==> src/rtl/mem_arbiter.sv <==
// mem_arbiter -- shares one single-port, fixed-latency SRAM between the IF
// stage (read-only instruction fetch) and the MEM stage (load/store).
//
// Each access is granted in IDLE, runs for WAIT_CYCLES clocks in BUSY with the
// SRAM pins held stable, and ends with a one-cycle ready pulse in DONE. MEM has
// fixed priority over IF. freeze stalls the pipeline while any request waits.
//
// Optional feature: define MEM_ARB_PERF_EN to build a saturating freeze-cycle
// counter on stall_cycles; without it stall_cycles is tied to zero.
//
// Ports:
//   clk, rst                   rising-edge clock, synchronous active-high reset
//   if_req/if_addr             fetch request (level, held until if_ready)
//   if_ready/if_rdata          fetch done pulse / fetched word
//   mem_req/mem_we/mem_addr/mem_wdata  data request, 1 = store
//   mem_ready/mem_rdata        data done pulse / load data
//   freeze                     pipeline hold, combinational
//   sram_addr/sram_wdata/sram_we/sram_oe/sram_rdata  external SRAM pins
//   stall_cycles               freeze-cycle counter (MEM_ARB_PERF_EN)

module mem_arbiter #(
    parameter int DATA_W      = 32,
    parameter int ADDR_W      = 17,
    parameter int WAIT_CYCLES = 4    // legal range >= 1
) (
    input  logic              clk,
    input  logic              rst,
    input  logic              if_req,
    input  logic [ADDR_W-1:0] if_addr,
    output logic              if_ready,
    output logic [DATA_W-1:0] if_rdata,
    input  logic              mem_req,
    input  logic              mem_we,
    input  logic [ADDR_W-1:0] mem_addr,
    input  logic [DATA_W-1:0] mem_wdata,
    output logic              mem_ready,
    output logic [DATA_W-1:0] mem_rdata,
    output logic              freeze,
    output logic [ADDR_W-1:0] sram_addr,
    output logic [DATA_W-1:0] sram_wdata,
    output logic              sram_we,
    output logic              sram_oe,
    input  logic [DATA_W-1:0] sram_rdata,
    output logic [31:0]       stall_cycles
);

    // Counter counts WAIT_CYCLES-1 down to 0; keep it at least one bit wide.
    localparam int               CNT_W    = (WAIT_CYCLES > 1) ? $clog2(WAIT_CYCLES) : 1;
    localparam logic [CNT_W-1:0] CNT_LOAD = CNT_W'(WAIT_CYCLES - 1);

    typedef enum logic [1:0] {IDLE, BUSY, DONE} state_t;
    typedef enum logic [1:0] {GNT_NONE, GNT_IF, GNT_MEM} grant_t;

    state_t           state;
    grant_t           grant;
    logic [CNT_W-1:0] cnt;

    // A request stays "outstanding" until the cycle its ready pulse is seen,
    // so the pipeline resumes in the same cycle it consumes the data.
    assign freeze = (if_req & ~if_ready) | (mem_req & ~mem_ready);

    // NOTE: all state and outputs update with non-blocking assignments so every
    // branch below reads the pre-edge values (e.g. sram_we as the latched we).
    always_ff @(posedge clk) begin
        if (rst) begin
            state      <= IDLE;
            grant      <= GNT_NONE;
            cnt        <= '0;
            sram_addr  <= '0;
            sram_wdata <= '0;
            sram_we    <= 1'b0;
            sram_oe    <= 1'b0;
            if_ready   <= 1'b0;
            mem_ready  <= 1'b0;
            // NOTE: the rdata holding registers are ordinary flops, not a RAM,
            // so they are cleared with everything else.
            if_rdata   <= '0;
            mem_rdata  <= '0;
        end else begin
            case (state)
                IDLE: begin
                    // Operands are latched here and held for the whole access,
                    // so requester changes during BUSY have no effect.
                    if (mem_req) begin
                        grant      <= GNT_MEM;
                        sram_addr  <= mem_addr;
                        sram_wdata <= mem_wdata;
                        sram_we    <= mem_we;
                        sram_oe    <= ~mem_we;
                        cnt        <= CNT_LOAD;
                        state      <= BUSY;
                    end else if (if_req) begin
                        grant      <= GNT_IF;
                        sram_addr  <= if_addr;
                        sram_wdata <= '0;
                        sram_we    <= 1'b0;
                        sram_oe    <= 1'b1;
                        cnt        <= CNT_LOAD;
                        state      <= BUSY;
                    end
                end

                BUSY: begin
                    if (cnt != '0) begin
                        cnt <= cnt - CNT_W'(1);
                    end else begin
                        // Last BUSY cycle: read data is valid on the pins now.
                        if (!sram_we) begin
                            if (grant == GNT_MEM) begin
                                mem_rdata <= sram_rdata;
                            end else if (grant == GNT_IF) begin
                                if_rdata <= sram_rdata;
                            end
                        end
                        sram_we   <= 1'b0;
                        sram_oe   <= 1'b0;
                        if_ready  <= (grant == GNT_IF);
                        mem_ready <= (grant == GNT_MEM);
                        state     <= DONE;
                    end
                end

                DONE: begin
                    // Ready pulses even if the requester withdrew (flush).
                    if_ready  <= 1'b0;
                    mem_ready <= 1'b0;
                    grant     <= GNT_NONE;
                    state     <= IDLE;
                end

                default: begin
                    state <= IDLE;
                end
            endcase
        end
    end

`ifdef MEM_ARB_PERF_EN
    // Saturating count of clock edges on which the pipeline was frozen.
    always_ff @(posedge clk) begin
        if (rst) begin
            stall_cycles <= '0;
        end else if (freeze && (stall_cycles != 32'hFFFF_FFFF)) begin
            stall_cycles <= stall_cycles + 32'd1;
        end
    end
`else
    assign stall_cycles = 32'd0;
`endif

endmodule

==> config.mk <==
export PLATFORM = sky130hd
export DESIGN_NAME = mem_arbiter
export DESIGN_NICKNAME = d
export VERILOG_FILES = /design/src/rtl/mem_arbiter.sv
export SDC_FILE = /design/constraint.sdc
export NUM_CORES = 1
export LEC_CHECK = 0
export CAP_MARGIN = 20
export CELL_PAD_IN_SITES_DETAIL_PLACEMENT = 2
export CELL_PAD_IN_SITES_GLOBAL_PLACEMENT = 2
export CORE_MARGIN = 4
export CORE_UTILIZATION = 25
export DETAILED_ROUTE_END_ITERATION = 8
export HOLD_SLACK_MARGIN = 0.02
export PLACE_DENSITY = 0.83
export SETUP_SLACK_MARGIN = 0.3
export SLEW_MARGIN = 25
export SYNTH_ARGS = -nofsm -noshare
export SYNTH_HDL_FRONTEND = slang
export SYNTH_SLANG_ARGS = --single-unit
==> constraint.sdc <==
create_clock -name clk -period 3.1 [get_ports clk]
set_clock_uncertainty 0.2 [all_clocks]
set_input_delay 0.93 -clock clk [delete_from_list [all_inputs] [get_ports clk]]
set_output_delay 0.93 -clock clk [all_outputs]
set_load 0.03 [all_outputs]
After elaboration in Yosys (flattened, before gate mapping)
Index checks and enable logic that the tools add are counted.

Word-level logic and storage cells: 67. Register bits after elaboration: 123. Output and inout bits: 150.

Equal/unequal tests: 7. Add/sub/neg operators: 1. Reductions and logical operators: 14. Multiplexer cells: 25. Bitwise gates (word level): 9.

Operators with widths (count): 32-bit 2-to-1 mux (2); 17-bit 2-to-1 mux (2); 2-bit 2-to-1 mux (7); 2-bit one-hot mux with 2 select lines (3); 2-bit nonzero test (5); 1-bit one-hot mux with 2 select lines (4); 2-bit AND reduction (4); 1-bit 2-to-1 mux (7); 1-bit NOT (6); 3-bit AND reduction (2); 5-bit AND reduction (1); 2-bit by 1-bit equality test with 1-bit output, second input constant (2); 2-bit equality test, second input constant (2); 2-bit inequality test, second input constant (2); 4-bit AND reduction (1); 3-bit inequality test, second input constant (1); 1-bit bitwise AND (2); 2-bit zero test (1); 2-bit by 1-bit subtractor with 2-bit output, second input constant (1); 1-bit bitwise OR (1).

Logic depth before layout (Yosys ltp)
Gate-level depths: netlist (run 1).

Word-level depth: 3. Gate-level depth with buffers: 7. Mapped depth without buffers: 5.

Worst setup path after synthesis (run 1)
No wires, ideal clock.

Path type: input -> output. Start: in mem_req. End: out freeze. Slack: -31 ps. Required time: 1970 ps. Buffers on the path: 2. Stages on the path: 4. Data arrival time: 2001 ps. Cell sequence: buf_2 buf_2 inv_1 o22ai_1.

Word-level cells in the longest chain between the ends: 2.

Ends and longest elaborated chain: start: declaration (line 32) `input logic mem_req,`; 1-bit bitwise AND (line 60) `assign freeze = (if_req & ~if_ready) | (mem_req & ~mem_ready);`; 1-bit bitwise OR (line 60); end: declaration (line 38) `output logic freeze,`.

No other way between the ends.

Worst setup path in the final report (run 1)
Start: reg if_ready. End: out if_ready.

RTL lines: start: declaration (line 30) `output logic if_ready,`; start signal: assignment (line 117) `if_ready <= (grant == GNT_IF);`.

No word-level cell between the ends.

==> impl_metrics.ini, run 1 <==
[run_status]
status = finished, final reports clean

[grt]
use_met2_pct = 25.1
grt_max_degree = 84
overflow = 0
antenna_found_initial = 0
use_met1_pct = 17.6
top_usage_layer = met2
grt_use_met3_pct = 5.48
grt_pass1_wl_mm = 27.8
grt_usage_pct = 14.8
grt_pass1_vias = 4916

[placement]
place_inst = 1014
gp_congestion = 0.701
portBuffers = 220
dpl.hpwl_mm = 13.0

[drt]
wl_mm = 18.1
ant_nets = 0
wl_per_cell_um = 17.3
vias = 4636
dr.pass1.iters = 4
drcViolationCount = 0
avgViaCountPerCell = 4.44
drt_iter0_drc = 130

[synthesis]
yosys_warnings = 0
synth_seq_area_share_pct = 46.7
syn_inst = 555
avgSynthCellArea_um2 = 9.50
ys_ff_latch = 123
yosysUniqueCellTypes = 34
synth_area_um2 = 5270

[finish]
antenna_cells = 0
fin_cells = 1045
drive_gt1_share_pct = 7.10
fin_util_pct = 40.5
fin_nets = 867
syn2layout_area_growth_pct = 57.5

[setup_path]
critPathLaunchType = register
crit_chain = clkdlybuf4s50_1
cp_top_family = buffers and inverters
setup.worst_path.class = reg -> out
crit_slowest_cell = clkdlybuf4s50_1
reg2reg_setup_slack_ps = 870
critical_path.endpoint_type = output pin
cp_data_required_time_ps = 1970
worstPathArrival_ps = 1620
cp_slowest_stage_delay_ps = 750
worst-path-buf-inv = 1
path_max_fanout = 4

[clock_network]
path_clk_slew_ps = 60
clockRootBuffer = clkbuf_16
cts_max_path_buffers = 2
cts_buffers = 17
cts_sinks = 123
cts_tree = done
clock_latency_ps = 410
hold_buffers = 0
h-tree-depth = 4

[hold_path]
hold_class = reg -> reg

[timing]
slew-limit-headroom_pct = 45.4
finalCritPeriodShare_pct = 88.8
fin_setup_tns_ps = 0
setup_viol = 0
rsz0062_at_grt = no
maxSlewViolCount = 0
fmax_mhz = 363
worst_pin_slew_ps = 817
fin_crit_ps = 2750
hold_violations = 0

[power]
p_leak_nw = 3.24
ir_drop_v = 0.000324
cellPowerDensity_nw_per_um2 = 576

[floorplanning]
die-height_um = 153
fp.coreArea_um2 = 20500
start_util_pct = 25.7
num_io_pins = 253
num_rows = 52
die_area_um2 = 23500
die_x_um = 153

[flow_run]
maxCapViolCount = 0
==> power breakdown <==
| part | switching, mW | total [mW] | internal (mW) |
|---|---|---|---|
| clock network | 0.776 | 2.20 | 1.43 |
| logic | 0.485 | 0.862 | 0.378 |
| registers | 0.0561 | 1.72 | 1.67 |
==> synthesized netlist by cell type <==
master    number  area, um2
o211ai_1       1       7.51
or4_1          2       15.0
o22ai_1        2       12.5
mux2i_1       81        811
dfxtp_1      123       2460
clkbuf_1      30        113
conb_1         1       3.75
nor4bb_1       1       10.0
nor2_1         6       22.5
o21bai_1       1       7.51
or2_2          1       6.26
and4bb_2       1       12.5
o21ai_0       34        170
nor3b_2        1       12.5
a211oi_1      18        135
buf_2          6       30.0
buf_4         35        263
and2_1         2       12.5
nor4_1         2       12.5
a221oi_1       1       8.76
nor2_2         2       12.5
buf_6          3       33.8
or2_1          1       6.26
or2b_1         1       7.51
nor2b_1        1       6.26
a22oi_1        1       7.51
a21o_1         1       7.51
inv_1          4       15.0
nand3b_1       1       7.51
nand2_1       36        135
nor3b_1        1       7.51
a21oi_1       56        280
nand2b_1      97        607
ha_1           1       12.5
==> layer usage <==
metal	vias to the layer above	share of wire (%)
met5	-	0
li1	2231	-
met3	15	7.2
met4	0	1.1
met1	2231	43
met2	159	49
==> registers in the layout, indices dropped and copies added, names as in the netlist <==
register    flops
sram_wdata     32
if_ready        1
sram_we         1
mem_ready       1
grant           2
cnt             2
mem_rdata      32
state           2
sram_oe         1
sram_addr      17
if_rdata       32
==> final timing paths <==
path                     start       endpoint  depth (start not counted)
setup / recovery      if_ready       if_ready                          1
setup reg to reg      state[0]  mem_rdata[28]                          4
hold / removal    mem_rdata[1]   mem_rdata[1]                          2
hold reg to reg   mem_rdata[1]   mem_rdata[1]                          2
==> cells by family (layout without fill, tap and decap cells) <==
family          Yosys count  count (layout)  synth area share [%]
compound gates          115             115                  12.1
other cells               1              32                0.0711
mux                      81              81                  15.4
fa+ha+maj                 1               1                 0.237
buf+inv                  78             267                  8.61
simple gates            156             156                  16.9
flops                   123             123                  46.7
==> cell type report <==
cell class | count | area, um2
fill | 2180 | 12200
multi-input combinational | 385 | 2500
sequential | 123 | 2460
timing repair buffer | 232 | 2340
clock buffer | 17 | 425
tap | 270 | 338
clock inverter | 14 | 220
inverter | 4 | 15.0
==> stage by stage <==
stage	power [mW]	hold WS, ps	setup slack (ps)	instance area (um2)
finish	4.79	273	348	8310
global placement	2.61	256	76.8	7660
CTS	4.87	280	312	8300
floorplan	2.26	247	381	5410
detailed placement	2.63	269	73.0	7660
global route	5.00	296	302	8310
==> layout by cell type (no fill, tap or decap), types with 9 or more instances in the layout <==
master and instances:
buf_4 9, a211oi_1 18, mux2i_1 81, nand2_1 36, clkdlybuf4s50_1 214, nand2b_1 97, o21ai_0 34, conb_1 32
dfxtp_1 123, clkbuf_16 17, a21oi_1 56
==> what timing repair did <==
item,CTS,global route
setup buffers,0,0
pin swaps,1,0
endpoints found under the setup margin,1,2
gates resized for setup,4,2
Power figures use the tool's default switching activity.
==> run 2, diff against run 1 <==
--- a/config.mk
+++ b/config.mk
@@ -5,6 +5,7 @@
 export SDC_FILE = /design/constraint.sdc
 export NUM_CORES = 1
 export LEC_CHECK = 0
+export ABC_CLOCK_PERIOD_IN_PS = 3100
 export CAP_MARGIN = 20
 export CELL_PAD_IN_SITES_DETAIL_PLACEMENT = 2
 export CELL_PAD_IN_SITES_GLOBAL_PLACEMENT = 2
==> results of run 2 <==
Same layout as run 1: the final DEF is identical, and so are final timing and power.
